## config.mk

```make
export PLATFORM = sky130hd
export DESIGN_NAME = image_downsampler
export DESIGN_NICKNAME = d
export VERILOG_FILES = /design/src/rtl/image_pkg.sv /design/src/rtl/block_accumulator.sv /design/src/rtl/image_downsampler.sv
export SDC_FILE = /design/constraint.sdc
export NUM_CORES = 1
export LEC_CHECK = 0
export CORE_UTILIZATION = 45
export DETAILED_ROUTE_END_ITERATION = 7
export GPL_TIMING_DRIVEN = 0
export REMOVE_ABC_BUFFERS = 1
export SETUP_SLACK_MARGIN = 0.02
export SYNTH_ARGS = -nofsm -noshare
export SYNTH_HDL_FRONTEND = slang
export SYNTH_SLANG_ARGS = --single-unit
```

## constraint.sdc

```tcl
create_clock -name pclk -period 7 [get_ports pclk]
set_input_delay 1.4 -clock pclk [delete_from_list [all_inputs] [get_ports pclk]]
set_output_delay 1.4 -clock pclk [all_outputs]
set_load 0.1 [all_outputs]
```

## src/rtl/image_pkg.sv

```systemverilog
// Shared definitions for the image downsampler front end.
//   - default geometry and pixel/index widths
//   - frame-tracking state enum
//   - log2 helper for power-of-two downsample factors
package image_pkg;

  localparam int unsigned GRAY_WIDTH_DEFAULT   = 8;
  localparam int unsigned WEIGHTS_ADDR_DEFAULT = 10;
  localparam int unsigned IN_WIDTH_DEFAULT     = 112;
  localparam int unsigned IN_HEIGHT_DEFAULT    = 112;

  typedef enum logic [1:0] {
    StIdle,
    StActive,
    StDone
  } ds_state_e;

  // Exact log2 for powers of two (ceil for anything else).
  function automatic int unsigned ds_log2(input int unsigned v);
    int unsigned r;
    r = 0;
    for (int i = 0; i < 32; i++) begin
      if ((32'd1 << i) < v) r = i + 1;
    end
    return r;
  endfunction

endpackage

```

## src/rtl/block_accumulator.sv

```systemverilog
// Line buffer of per-block partial sums plus load/add/mean datapath.
// Ports:
//   pclk     pixel clock
//   wr_en    accept pixel_in into entry blk this cycle
//   load     first pixel of a block: entry is overwritten instead of added to
//   blk      block (output column) index
//   pixel_in input grayscale pixel
//   mean     (entry + pixel_in) >> SHIFT, i.e. block mean when this is the final pixel
module block_accumulator #(
  parameter int unsigned OUT_W      = 28,
  parameter int unsigned GRAY_WIDTH = 8,
  parameter int unsigned SHIFT      = 4,
  parameter int unsigned BLK_W      = 5
) (
  input  logic                  pclk,
  input  logic                  wr_en,
  input  logic                  load,
  input  logic [BLK_W-1:0]      blk,
  input  logic [GRAY_WIDTH-1:0] pixel_in,
  output logic [GRAY_WIDTH-1:0] mean
);

  localparam int unsigned ACC_W = GRAY_WIDTH + SHIFT;

  // No reset: every entry is loaded by the first pixel of its block before use.
  logic [ACC_W-1:0] acc_q [OUT_W];
  logic [ACC_W-1:0] sum;

  always_comb begin
    sum = ACC_W'(pixel_in);
    if (!load) sum = acc_q[blk] + ACC_W'(pixel_in);
  end

  always_ff @(posedge pclk) begin
    if (wr_en) acc_q[blk] <= sum;
  end

  // Upper GRAY_WIDTH bits of the sum are the truncated mean.
  assign mean = sum[ACC_W-1:SHIFT];

endmodule

```

## src/rtl/image_downsampler.sv

```systemverilog
// Block-mean image downsampler feeding the digit classifier.
// Each DS_X x DS_Y block of a de-qualified raster frame (started by vsync) becomes one
// output pixel, emitted one cycle after the block's final input pixel with a row-major
// index. classification_en marks the last output pixel of a complete frame; frame_err
// pulses when vsync arrives mid-frame.
// Ports:
//   pclk, rst (synchronous, active low)
//   vsync, de, pixel_in                         input stream
//   pixel_valid, pixel_out, pixel_index_out     output pixel stream
//   classification_en, frame_err                frame status pulses
// Build option: define IMAGE_DOWNSAMPLER_BINARIZE_EN to output (mean > GRAY_THRESHOLD)
// instead of the grayscale mean.
module image_downsampler
  import image_pkg::*;
#(
  parameter int unsigned IN_WIDTH       = IN_WIDTH_DEFAULT,
  parameter int unsigned IN_HEIGHT      = IN_HEIGHT_DEFAULT,
  parameter int unsigned DS_X           = 4,
  parameter int unsigned DS_Y           = 4,
  parameter int unsigned GRAY_WIDTH     = GRAY_WIDTH_DEFAULT,
  parameter int unsigned GRAY_THRESHOLD = 128,
  parameter int unsigned WEIGHTS_ADDR   = WEIGHTS_ADDR_DEFAULT
) (
  input  logic                    pclk,
  input  logic                    rst,
  input  logic                    vsync,
  input  logic                    de,
  input  logic [GRAY_WIDTH-1:0]   pixel_in,
  output logic                    pixel_valid,
  output logic [GRAY_WIDTH-1:0]   pixel_out,
  output logic [WEIGHTS_ADDR-1:0] pixel_index_out,
  output logic                    classification_en,
  output logic                    frame_err
);

  localparam int unsigned OUT_W      = IN_WIDTH / DS_X;
  localparam int unsigned OUT_H      = IN_HEIGHT / DS_Y;
  localparam int unsigned OUT_PIXELS = OUT_W * OUT_H;
  localparam int unsigned SHX        = ds_log2(DS_X);
  localparam int unsigned SHY        = ds_log2(DS_Y);
  localparam int unsigned CW         = (IN_WIDTH > 1) ? $clog2(IN_WIDTH) : 1;
  localparam int unsigned RW         = (IN_HEIGHT > 1) ? $clog2(IN_HEIGHT) : 1;
  localparam int unsigned BLK_W      = (OUT_W > 1) ? $clog2(OUT_W) : 1;

  localparam logic [CW-1:0]           SX_MASK  = CW'(DS_X - 1);
  localparam logic [RW-1:0]           SY_MASK  = RW'(DS_Y - 1);
  localparam logic [CW-1:0]           COL_MAX  = CW'(IN_WIDTH - 1);
  localparam logic [RW-1:0]           ROW_MAX  = RW'(IN_HEIGHT - 1);
  localparam logic [WEIGHTS_ADDR-1:0] IDX_LAST = WEIGHTS_ADDR'(OUT_PIXELS - 1);
  localparam logic [GRAY_WIDTH-1:0]   THRESH   = GRAY_WIDTH'(GRAY_THRESHOLD);

  ds_state_e state_q, state_d;

  logic [CW-1:0]           col_q, col_eff;
  logic [RW-1:0]           row_q, row_eff;
  logic [WEIGHTS_ADDR-1:0] idx_q, idx_eff;
  logic                    beat, col_last, row_last, frame_last;
  logic                    blk_first, blk_done;
  logic                    emit, err_pulse;
  logic [BLK_W-1:0]        blk;
  logic [GRAY_WIDTH-1:0]   mean, pix_d;

  // vsync restarts the frame in the same cycle, so a coincident de beat is pixel (0,0).
  assign col_eff = vsync ? '0 : col_q;
  assign row_eff = vsync ? '0 : row_q;
  assign idx_eff = vsync ? '0 : idx_q;

  assign beat       = de & (vsync | (state_q == StActive));
  assign col_last   = (col_eff == COL_MAX);
  assign row_last   = (row_eff == ROW_MAX);
  assign frame_last = beat & col_last & row_last;
  assign blk_first  = ((col_eff & SX_MASK) == '0) & ((row_eff & SY_MASK) == '0);
  assign blk_done   = ((col_eff & SX_MASK) == SX_MASK) & ((row_eff & SY_MASK) == SY_MASK);
  assign blk        = BLK_W'(col_eff >> SHX);

  // State register
  always_ff @(posedge pclk) begin
    if (!rst) state_q <= StIdle;
    else      state_q <= state_d;
  end

  // Next state
  always_comb begin
    state_d = state_q;
    case (state_q)
      StIdle:   if (vsync) state_d = StActive;
      StActive: if (frame_last) state_d = StDone;
      StDone:   if (vsync) state_d = StActive;
      default:  state_d = StIdle;
    endcase
    // Degenerate single-pixel frame: the vsync beat is also the last beat.
    if (vsync && frame_last) state_d = StDone;
  end

  // FSM outputs
  always_comb begin
    emit      = beat & blk_done;
    err_pulse = vsync & (state_q == StActive);
  end

  always_ff @(posedge pclk) begin
    if (!rst) begin
      col_q <= '0;
      row_q <= '0;
      idx_q <= '0;
    end else begin
      if (beat) begin
        col_q <= col_last ? '0 : col_eff + 1'b1;
        if (col_last) row_q <= row_last ? '0 : row_eff + 1'b1;
        else          row_q <= row_eff;
      end else if (vsync) begin
        col_q <= '0;
        row_q <= '0;
      end
      if (emit)       idx_q <= idx_eff + 1'b1;
      else if (vsync) idx_q <= '0;
    end
  end

  block_accumulator #(
    .OUT_W      (OUT_W),
    .GRAY_WIDTH (GRAY_WIDTH),
    .SHIFT      (SHX + SHY),
    .BLK_W      (BLK_W)
  ) u_block_accumulator (
    .pclk     (pclk),
    .wr_en    (beat),
    .load     (blk_first),
    .blk      (blk),
    .pixel_in (pixel_in),
    .mean     (mean)
  );

`ifdef IMAGE_DOWNSAMPLER_BINARIZE_EN
  assign pix_d = GRAY_WIDTH'(mean > THRESH);
`else
  // Threshold is only meaningful in the binarising build.
  logic unused_thresh;
  assign unused_thresh = ^THRESH;
  assign pix_d = mean;
`endif

  always_ff @(posedge pclk) begin
    if (!rst) begin
      pixel_valid       <= 1'b0;
      pixel_out         <= '0;
      pixel_index_out   <= '0;
      classification_en <= 1'b0;
      frame_err         <= 1'b0;
    end else begin
      pixel_valid       <= emit;
      classification_en <= emit & (idx_eff == IDX_LAST);
      frame_err         <= err_pulse;
      if (emit) begin
        pixel_out       <= pix_d;
        pixel_index_out <= idx_eff;
      end
    end
  end

endmodule

```

## After elaboration in Yosys (flattened, before gate mapping)

Memories as Yosys holds them, arrays and structs flattened.
Index checks and enable logic that the tools add are counted.

| word-level totals | value |
|---|---|
| register bits after elaboration | 47 |
| bits in latches | 0 |
| memory bits (writable) | 336 |
| ROM bits | 0 |
| bits of input ports | 12 |
| output and inout port bits | 21 |
| memories kept | 1 |

| operators by class | value |
|---|---|
| add/sub/neg operators | 4 |
| multiply operators | 0 |
| div/mod/pow operators | 0 |
| order comparisons | 0 |
| equal/unequal tests | 11 |
| shift-type cells | 0 |
| muxes and demuxes | 16 |
| bitwise gates (word level) | 10 |
| reductions and logical operators | 8 |

Memory list:

| memory | words | width | rd ports | clocked after Yosys merged registers in | write ports | RTL line | source |
|---|---|---|---|---|---|---|---|
| u_block_accumulator.acc_q | 28 | 12 | 1 | 0 | 1 | block_accumulator.sv:26 | `logic [ACC_W-1:0] acc_q [OUT_W];` |

Operator list:

| cell | number |
|---|---|
| two-way mux 7 bit | 7 |
| two-way mux 10 bit | 2 |
| adder 7 x 1 -> 7 bit, second input constant | 2 |
| == test 7 bit, second input constant | 2 |
| logical NOT 7 bit | 2 |
| adder 12 x 8 -> 12 bit | 1 |
| two-way mux 12 bit | 1 |
| adder 10 x 1 -> 10 bit, second input constant | 1 |
| == test 10 bit, second input constant | 1 |
| AND 1 bit | 8 |
| == test 2 bit, second input constant | 3 |
| two-way mux 2 bit | 3 |
| one-hot mux 2 bit (2 select lines) | 1 |
| AND reduction 2 bit | 2 |
| OR reduction 2 bit | 2 |
| inequality test 3 x 1 -> 1 bit, second input constant | 1 |
| inequality test 3 bit, second input constant | 1 |
| == test 2 x 1 -> 1 bit, second input constant | 1 |
| logical NOT 2 bit | 1 |
| two-way mux 1 bit | 2 |
| inequality test 2 x 1 -> 1 bit, second input constant | 1 |
| inequality test 2 bit, second input constant | 1 |
| logical AND 1 bit | 1 |
| NOT 1 bit | 1 |
| OR 1 bit | 1 |

## Depth between registers and ports, before layout

| depth | value |
|---|---|
| depth after elaboration | 8 |
| mapped depth | 21 |

## Cells and area by module

A second synthesis with hierarchy kept.

| unflattened totals | value |
|---|---|
| cells, all modules | 934 |
| area, all modules | 15826.4 µm² |

By module, submodules not included:

| module | instances | cells each | area an instance (µm²) |
|---|---|---|---|
| block_accumulator | 1 | 676 | 13620.6 |
| image_downsampler | 1 | 258 | 2205.9 |

## Least setup slack after synthesis

No wires, ideal clock.

| timing | value |
|---|---|
| path kind | input -> register |
| start point | in vsync |
| end point | mem u_block_accumulator.acc_q[0][6] (netlist name), data pin |
| setup time | 0.433 ns |
| data arrival time | 5.320 ns |
| data required time | 6.567 ns |
| path slack | 1.246 ns |
| cell stages on the path | 18 |
| path buffers | 4 |
| cell sequence | buf_4 -> buf_4 -> inv_2 -> clkbuf_1 -> nand2_1 -> clkbuf_1 -> o22ai_1 -> o21ai_0 -> nand4_1 -> o21ai_0 -> ha_1 -> fa_1 -> a21o_1 -> a21oi_1 -> o21bai_1 -> a21oi_1 -> xor2_1 -> o21ai_0 |

| on the way | value |
|---|---|
| word-level cells in the longest chain between the ends | 4 |
| elaborated cells on any way between the ends | 8 |
| classes of those cells | 1 x add/sub; 3 x mux; 1 x bitwise; 2 x reduce/logical; 1 x memory |

RTL lines:

| what | RTL line | source |
|---|---|---|
| start, declared | image_downsampler.sv:26 | `input logic vsync,` |
| two-way mux 7 bit | - |  |
| memory read (28 x 12 bit) / logical NOT 7 bit (equally long branches) | - |  |
| adder 12 x 8 -> 12 bit / AND 1 bit (equally long branches) | block_accumulator.sv:31, image_downsampler.sv:72 |  |
| two-way mux 12 bit (*) | block_accumulator.sv:31 | `if (!load) sum = acc_q[blk] + ACC_W'(pixel_in);` |
| via mean[2] | image_downsampler.sv:61 | `logic [GRAY_WIDTH-1:0] mean, pix_d;` |
| end, declared | block_accumulator.sv:26 |  |

Mark *: on every way through the listed nets, which the timed path passes. The rest lies on a longest branch.

## Worst setup path after layout

| timing | value |
|---|---|
| start point | in vsync |
| end point | mem u_block_accumulator.acc_q[22][11] (netlist name), data pin |

Same word-level chain as after synthesis.

==> impl_metrics.csv <==
group,metric,value,unit
outcome,status,"completed",
critical_path,worst-path-max-fanout,32,
detailed_routing,detailroute.via_count,9451,
critical_path,critical_path_required,7370,ps
detailed_routing,detail_route.drc_violations,0,
final_layout,commonest_non_fill_non_tap_cell_in_the_layout,"edfxtp_1",
final_layout,layout-area-overhead-vs-synth,13.96,%
hold_path,min-delay-path-class,"flip-flop to flip-flop",
critical_path,cp.buffers_inverters,3,
final_layout,nNetsFinal,1161,
pwr,sw_frac_of_total,20.72,%
synthesis,synth_top_area_cell,"edfxtp_1",
critical_path,path_delay_family,"compound AO/OA/AOI/OAI gates",
synthesis,post_synth_instance_area,15670,um^2
final_layout,antenna_diode_count,0,
detailed_routing,route.antenna.remaining_nets,0,
sta,layout_setup_ws,570.5,ps
synthesis,synth-seq-cells,383,
detailed_routing,routed_wl,37.93,mm
final_layout,proportion_of_layout_cells_with_a_drive_suffix_above_1,10.32,%
floorplanning,dieHeight,188.6,um
pwr,largest_voltage_drop_on_the_vdd_net,0.0001533,V
placed_design,placedInstanceArea,16560,um^2
run,maxCapViolations,0,
floorplanning,fp.coreArea,33870,um^2
sta,slew_headroom,12.64,%
critical_path,timing.critical_path.from_type,"input port",
sta,period_needed,6429,ps
synthesis,synthDistinctLibCells,77,
floorplanning,fp.dieArea,35560,um^2
floorplanning,initial_utilization,46.25,%
pwr,p_comb_share,3.8,%
synthesis,synth_async_sr_flop_share,0,%
synthesis,synth_top_area_share,64.41,%
clock_tree,cts.root.buffer_cell,"clkbuf_16",
sta,finClkSkew,17.93,ps
critical_path,setup.worst_path.class,"input port to flip-flop",
sta,fin_worst_hold_slack,464.4,ps
synthesis,synth_edf_count,336,
grt,largest_net_degree_at_the_start_of_global_routing,57,
clock_tree,cts_tree,"yes",
pwr,internal_power,3.756,mW
sta,number_of_setup_violations_in_the_final_report,0,
grt,globalRouteOverflowTotal,0,
critical_path,cp-end-kind,"flip-flop",
final_layout,final_cell_area,17850,um^2
critical_path,slowest_delay,700,ps
clock_tree,worstSkewPairLatency,540,ps
final_layout,mostFrequentLayoutCells,"336 x edfxtp_1, 85 x o22ai_1, 75 x nand2_1",
placed_design,dp_hpwl,23.50,mm
clock_tree,clkSinkCount,383,
synthesis,synth-seq-area-share,70.42,%
synthesis,synth_flop_cell,"edfxtp_1",
clock_tree,cts-htree-levels,2,
sta,setup-tns-final,0,ps
pwr,power_per_cell_area,265.4,nW/um^2
sta,finalHoldViolations,0,
critical_path,slowest_stage_cell_crit_path,"nand2_2",
detailed_routing,detailedRoute.firstPassIterationCount,5,
synthesis,syn_inst,1111,
detailed_routing,wl_per_cell,23.54,um
pwr,switching_power,0.9820,mW
sta,rsz0062_at_grt,"no",
grt,grt_pass1_wl,57.45,mm
pwr,power.clock.fraction,43.4,%
pwr,leakagePower,5.565,nW
synthesis,yosys_warnings,0,
grt,number_of_antenna_violations_at_the_first_check_in_global_routing,4,
detailed_routing,dr.first_iter.drc_count,818,
sta,worst_pin_slew,1306,ps
floorplanning,pin_count,33,
critical_path,timing.critical_path.cells,"buf_2, inv_2, nand2_2, o22ai_1, o21ai_0, nand3_1, a21oi_1, ha_1, a211oi_1, o21bai_1, a41oi_1, nor2b_1, o21a_1, a31o_2, a21oi_2, buf_8",
synthesis,yosys-top-cells-area,"edfxtp_1 64%, dfxtp_1 6.0%, o22ai_1 3.4%, o21ai_0 2.4%, mux2i_1 2.0%",
final_layout,fin_util,52.71,%
placed_design,gp_congestion,0.8323,
placed_design,io_buffers,32,
floorplanning,rows,67,
floorplanning,fp.dieW,188.6,um
clock_tree,clk_pin_slew,60,ps
sta,final_min_period_over_clock_period,91.85,%
placed_design,dp_worst_setup_slack,-274.7,ps
sta,max_slew_violation_count,0,
grt,groute.usage.overall,21.52,%
grt,grt_pass1_vias,9329,
sta,fmax,155.5,MHz
pwr,pwr-share-seq,52.9,%
detailed_routing,viasPerCell,5.867,
clock_tree,cts-buffers-inserted,41,
clock_tree,max-clock-path-buffers,3,
critical_path,arrival,6800,ps
synthesis,syn-mean-instance-area,14.10,um^2
clock_tree,cts_hold_repair.buffers,0,
[worst reg2reg max path: cells and delay by family, from the launching register on]
kind            cells  cell delay (ps)
flops               1              510
fa+ha+maj           1              330
compound gates      9             3140
buf+inv             2              570
simple gates        5             1360
[layer usage]
metal	vias to the layer above	share of wire (%)	GRT usage [%]
met5	-	0.11	0
met2	314	46	33.75
met4	6	2.5	6.359
li1	4330	-	-
met3	67	6.6	3.632
met1	4734	45	30.81
[what timing repair did]
action	4_1_cts	5_1_grt
buffers inserted	0	0
setup endpoints to repair	0	61
resized for setup	0	1
[kinds of logic (layout without fill, tap and decap cells)]
kind of cell,after synthesis,count (layout),share of synthesized area (%)
flip-flops,383,383,70.42
adder cells (fa/ha/maj),16,16,1.326
multiplexers,52,52,4.281
AO/OA/AOI/OAI,278,278,11.07
XOR/XNOR,25,25,1.398
buffers and inverters,75,127,2.284
AND/OR/NAND/NOR,282,282,9.225
[flip-flops by register name, summed over array words and instances, names as in the netlist]
name and count:
u_block_accumulator.acc_q 336, idx_q 10, pixel_index_out 10, pixel_out 8, col_q 7, row_q 7, state_q 2, classification_en 1
frame_err 1, pixel_valid 1
[final cells by class]
type	instances	area (um^2)
clock buffer	56	1167
clock inverter	17	103.9
fill	2798	16020
inverter	8	30.03
multi-input combinational	653	4345
sequential	383	11040
tap	448	560.5
timing repair buffer	46	606.8
[power groups by stage]
stage / clock network, mW / logic [mW] / registers (mW)
6_report: 2.06 / 0.178 / 2.50
5_1_grt: 2.17 / 0.190 / 2.50
4_1_cts: 2.07 / 0.178 / 2.50
3_5_place_dp: 0 / 0.177 / 2.55
3_3_place_gp: 0 / 0.148 / 2.56
2_1_floorplan: 0 / 0.0788 / 2.56
[final timing paths]
kind | start | endpoint | slack, ps | cells past startpoint
worst min-delay path | pixel_out[3] | pixel_out[3] | 460 | 2
worst max-delay path | vsync | u_block_accumulator.acc_q[22][11] | 570 | 16
worst min register to register | pixel_out[3] | pixel_out[3] | 460 | 2
worst max register to register | col_q[2] | u_block_accumulator.acc_q[22][11] | 930 | 17
[Yosys cell counts (all sizes together) (5+ instances only)]
library cell,count
a21oi,48
and2,9
nand3b,5
nor2,77
o21ai,76
dfxtp,47
nand3,28
and3,8
o22ai,85
o21bai,5
a221oi,5
mux2i,31
buf,29
clkbuf,38
inv,8
edfxtp,336
or2,5
a21boi,16
nor3,9
nand2b,11
ha,15
nand4,8
xor2,11
o211ai,7
xnor2,14
nor2b,21
a211oi,8
nand2,76
mux2,10
mux4,11
[per-stage QoR]
stage          std cells  total power [mW]
2_1_floorplan       1044             2.634
3_3_place_gp        1524             2.706
3_5_place_dp        1537             2.730
4_1_cts             1610             4.756
5_1_grt             1611             4.860
6_report            1611             4.738
No activity file was read; power rests on OpenSTA's default activity.
